### src/rtl/multicycle_acc_controller.sv
// Multi-cycle FETCH/EXEC controller for the accumulator CPU; drives datapath strobes and retires instructions.
// Optional memory-wait timeout enabled by defining MEM_TIMEOUT_EN.
module multicycle_acc_controller #(
    parameter int unsigned DATA_W      = 16,
    parameter int unsigned CNT_W       = 16,
    parameter int unsigned TIMEOUT_CYC = 64
) (
    input  logic              clk,
    input  logic              rst,
    input  logic              start,
    input  logic [2:0]        opcode,
    input  logic [DATA_W-1:0] ac,
    input  logic              mem_ready,
    output logic              rd_mem,
    output logic              wr_mem,
    output logic              addr_sel,
    output logic              ir_load,
    output logic              pc_inc,
    output logic              pc_src,
    output logic              ac_src,
    output logic              ld_ac,
    output logic              ld_imm,
    output logic              alu_add,
    output logic              alu_sub,
    output logic              halted,
    output logic              bus_err,
    output logic [CNT_W-1:0]  instr_count
);

    typedef enum logic [1:0] {IDLE, FETCH, EXEC, HALT} state_t;

    localparam logic [2:0] OP_LDA = 3'd0;
    localparam logic [2:0] OP_STA = 3'd1;
    localparam logic [2:0] OP_ADD = 3'd2;
    localparam logic [2:0] OP_SUB = 3'd3;
    localparam logic [2:0] OP_JMP = 3'd4;
    localparam logic [2:0] OP_JEZ = 3'd5;
    localparam logic [2:0] OP_LDI = 3'd6;
    localparam logic [2:0] OP_HLT = 3'd7;

    state_t             state_q, state_d;
    logic               halted_q;
    logic [CNT_W-1:0]   cnt_q;
    logic               pending_c;
    logic               retire_c;
    logic               timeout_c;

`ifdef MEM_TIMEOUT_EN
    localparam int unsigned WAIT_W = $clog2(TIMEOUT_CYC);
    logic [WAIT_W-1:0]  wait_q, wait_d;
    logic               bus_err_q;
`endif

    // Next-state and strobe decode
    always_comb begin
        state_d   = state_q;
        rd_mem    = 1'b0;
        wr_mem    = 1'b0;
        addr_sel  = 1'b0;
        ir_load   = 1'b0;
        pc_inc    = 1'b0;
        pc_src    = 1'b0;
        ac_src    = 1'b0;
        ld_ac     = 1'b0;
        ld_imm    = 1'b0;
        alu_add   = 1'b0;
        alu_sub   = 1'b0;
        pending_c = 1'b0;
        retire_c  = 1'b0;
        timeout_c = 1'b0;
        case (state_q)
            IDLE: if (start) state_d = FETCH;
            FETCH: begin
                rd_mem    = 1'b1;
                addr_sel  = 1'b1;
                pending_c = 1'b1;
                if (mem_ready) begin
                    ir_load = 1'b1;
                    pc_inc  = 1'b1;
                    state_d = EXEC;
                end
            end
            EXEC: begin
                case (opcode)
                    OP_LDA, OP_ADD, OP_SUB: begin
                        rd_mem    = 1'b1;
                        pending_c = 1'b1;
                        ac_src    = (opcode == OP_LDA);
                        alu_add   = (opcode == OP_ADD);
                        alu_sub   = (opcode == OP_SUB);
                        if (mem_ready) begin
                            ld_ac   = 1'b1;
                            state_d = FETCH;
                        end
                    end
                    OP_STA: begin
                        wr_mem    = 1'b1;
                        pending_c = 1'b1;
                        if (mem_ready) state_d = FETCH;
                    end
                    OP_JMP: begin
                        pc_src  = 1'b1;
                        state_d = FETCH;
                    end
                    OP_JEZ: begin
                        pc_src  = (ac == '0);
                        state_d = FETCH;
                    end
                    OP_LDI: begin
                        ld_imm  = 1'b1;
                        ld_ac   = 1'b1;
                        state_d = FETCH;
                    end
                    OP_HLT: state_d = HALT;
                endcase
                retire_c = (state_d != EXEC);
            end
            HALT: if (start) state_d = FETCH;
        endcase
`ifdef MEM_TIMEOUT_EN
        // Abort on the wait cycle that brings the counter to TIMEOUT_CYC
        if (pending_c && !mem_ready && (wait_q == WAIT_W'(TIMEOUT_CYC - 1))) begin
            timeout_c = 1'b1;
            retire_c  = 1'b0;
            state_d   = HALT;
        end
`endif
    end

    always_ff @(posedge clk or posedge rst) begin
        if (rst) begin
            state_q  <= IDLE;
            halted_q <= 1'b1;
            cnt_q    <= '0;
        end else begin
            state_q  <= state_d;
            halted_q <= (state_d == IDLE) || (state_d == HALT);
            if (retire_c) cnt_q <= cnt_q + CNT_W'(1);
        end
    end

`ifdef MEM_TIMEOUT_EN
    always_comb begin
        wait_d = wait_q + WAIT_W'(1);
        if (!pending_c || mem_ready || (state_d != state_q)) wait_d = '0;
    end

    // Sticky until a start leaves IDLE/HALT
    always_ff @(posedge clk or posedge rst) begin
        if (rst) begin
            wait_q    <= '0;
            bus_err_q <= 1'b0;
        end else begin
            wait_q <= wait_d;
            if (timeout_c)
                bus_err_q <= 1'b1;
            else if (start && ((state_q == IDLE) || (state_q == HALT)))
                bus_err_q <= 1'b0;
        end
    end

    assign bus_err = bus_err_q;
`else
    logic unused_timeout_c;
    assign unused_timeout_c = ^{32'(TIMEOUT_CYC), pending_c, timeout_c};
    assign bus_err = 1'b0;
`endif

    assign halted      = halted_q;
    assign instr_count = cnt_q;

endmodule

### config.mk
export PLATFORM = sky130hd
export DESIGN_NAME = multicycle_acc_controller
export DESIGN_NICKNAME = d
export VERILOG_FILES = /design/src/rtl/multicycle_acc_controller.sv
export SDC_FILE = /design/constraint.sdc
export NUM_CORES = 1
export LEC_CHECK = 0
export CAP_MARGIN = 20
export CORE_ASPECT_RATIO = 1.4
export CORE_MARGIN = 5
export CORE_UTILIZATION = 29
export DETAILED_ROUTE_END_ITERATION = 10
export PLACE_DENSITY = 0.61
export SLEW_MARGIN = 20
export SYNTH_ARGS = -nofsm -noshare
export SYNTH_HDL_FRONTEND = slang
export SYNTH_SLANG_ARGS = --single-unit
export TNS_END_PERCENT = 10
### constraint.sdc
create_clock -name clk -period 1.8 [get_ports clk]
set_input_delay 0.36 -clock clk [delete_from_list [all_inputs] [get_ports clk]]
set_output_delay 0.36 -clock clk [all_outputs]
set_load 0.05 [all_outputs]
==> metrics.txt <==
fin area 1890 um^2; critical path type reg2out; Die Wd 61.9 um; commonest non-fill, non-tap cells in the layout buf_4 (29), dfrtp_1 (18), xnor2_1 (11), buf_12 (11); Overflow after GRT 0; 1st-iter DRT viols 31; GRT Util Overall 12.6%; Multi-input gate area 667 um^2; GR Util met1 12.6%; met3 Use GR 4.35%; total CTS buffers 3; total die area 5120 um^2; initial antenna violation count 0; RR Endpoint instr_count[11]; Hold WC Path Type in2async; sequential fraction of the synthesis area 43.6%; endpoints failing setup 0; cell total after placement 213; CP delay by family, top flip-flops; CP Capture Type primary output; First-pass DRT Iterations 4; total clock sinks 19; Reg2Reg Depth 8; Core Region 3640 um^2; Hold Buf Count CTS 0; Filler cells 334; Buffers & Inverters on Critical Path 2; total of warnings raised by yosys 0; chip height 82.7 um; Worst Setup Start Kind flip-flop; RR Startpoint state_q[0]; Clk pin slew, worst setup/hold paths 70 ps; Clock Tree Root clkbuf_8; Mapped Cells 115; area of the mapped netlist 1090 um^2; status completed; Rows 26; max-slew violation count 0; Seq cells post-synth 19; Power Density 1210 nW/um^2; Avg Inst Size Synth 9.51 um^2; vias in the first global route 1,178; drt wl/cell 13.9 um; Final Skew 1.25 ps; CP max stage delay 410 ps; CP Max Fanout 6; GP Congestion 0.825; Via-to-Cell Ratio 4.98; Synth cell types 32; GR peak layer met2; fin cells 219; nets 204; share of cells above drive strength 1 45.8%; fmax 0.556 GHz; P_leak 0.861 nW; Detail Placement HPWL 2.48 mm; num ports 52; Total Wirelength 3.04 mm; first-pass GRT wire length 5.00 mm; Stages on worst setup path 5; largest net degree at the start of global routing 20; reg2reg setup slack 140 ps; Syn Nets 141; Tmin final 1800 ps; CTS tree yes; n_diodes 0; Critical Path Start state_q[0]; worst-path cell chain inv_2 -> ha_4 -> nand2_4 -> a211oi_4 -> buf_12; Arr. time, crit path 1440 ps; max cap viols 0; utilization after layout 51.8%; area grow syn2layout 72.7%; Post-DP Area 1790 um^2; total power 2.29 mW; ANT nets after route 0; commonest non-fill, non-tap cell in the layout buf_4; initial core utilization 30.0%; Worst-Skew Late Latency 250 ps; VDD IR max 1460 uV; I/O Buffers 50; Tcrit/Tclk final 99.9%; clock buffer depth 2; Req. time, crit path 1440 ps; routing usage on met2 23.1%; drt drc 0; Vias 1,091; H-tree depth 1; Reg area 477 um^2; Worst setup endpoint pc_src; unrepaired setup endpoints after global routing yes; Fin. Hold Viols 0; Crit-path slowest cell dfrtp_1
[state kept, by name, summed over array words and instances, names as in the netlist]
name         cells
halted           1
state_q          2
instr_count     16
[cell usage after synthesis]
master	instances	area, um^2
dfrtp_1	18	450
nand2_1	12	45.0
xnor2_1	11	96.3
nor2_1	8	30.0
a21oi_1	6	30.0
inv_1	6	22.5
nand4_1	6	37.5
nand3_1	5	25.0
nor3_1	5	25.0
xor2_1	5	43.8
nor4_1	4	25.0
ha_1	3	37.5
and2_1	2	12.5
and4_1	2	17.5
buf_4	2	15.0
buf_6	2	22.5
clkbuf_1	2	7.51
o21a_1	2	15.0
a211oi_1	1	7.51
a21boi_0	1	7.51
a221oi_1	1	8.76
and2_2	1	7.51
and3_2	1	7.51
and3_4	1	11.3
and4_4	1	11.3
conb_1	1	3.75
dfstp_2	1	26.3
mux2_2	1	11.3
o21ai_0	1	5.00
o31ai_1	1	7.51
or3_1	1	6.26
or4b_4	1	13.8
[routing by layer]
layer / vias to the layer above / part of all wire, %
met3: 8 / 11
met5: - / 0
met1: 511 / 37
met4: 0 / 2.3
li1: 521 / -
met2: 51 / 50
[how the worst min path moves through the flow]
stage | start | endpoint | slack [ps] | cells after the start
2_1_floorplan | rst | instr_count[0] | 310 | 1
3_3_place_gp | instr_count[15] | instr_count[15] | 460 | 1
3_5_place_dp | instr_count[15] | instr_count[15] | 460 | 1
4_1_cts | rst | state_q[1] | 440 | 3
5_1_grt | rst | instr_count[12] | 470 | 3
6_report | rst | instr_count[12] | 430 | 3
[cell families (layout without fill, tap and decap cells)]
logic type	Yosys count	count (layout)	share of synthesized area (%)
muxes	1	1	1.03
AOI/OAI and AO/OA	13	13	7.44
and+or+nand+nor	50	50	25.2
adders and majority gates	3	3	3.43
DFF	19	19	43.6
buffers and inverters	12	74	6.18
other	1	1	0.343
xor gates and xnor gates	16	16	12.8
[area by class of cell]
cell class | count | share of cell area (%)
clock buffers | 4 | 2.39
inverters | 6 | 1.19
multi-input cells | 84 | 35.3
flip-flops and latches | 19 | 25.2
well taps | 42 | 2.78
repair buffers | 64 | 33.1
[power by group]
| group | switching [mW] | internal, mW |
|---|---|---|
| Sequential | 0.0902 | 0.517 |
| Clock | 0.133 | 0.157 |
| Combinational | 0.771 | 0.619 |
| Total | 0.994 | 1.29 |
[through the flow]
step                      setup TNS, ps  hold slack (ps)  setup WS, ps
after floorplan                   -1540              310          -255
after global routing               -201              472         -60.4
after CTS                          -132              441         -70.1
final                                 0              428          1.27
after global placement            -2980              463          -313
after detailed placement          -3380              463          -303
[tightest hold or removal path, stage by stage]
cell and delay, ps:
clkdlybuf4s50_1 390, inv_1 50, buf_4 250
[what timing repair did]
action	4_1_cts	5_1_grt
pin swaps	8	10
resized for setup	27	37
setup buffers	0	2
endpoints found under the setup margin	10	13
(Power assumes the default switching activity.)
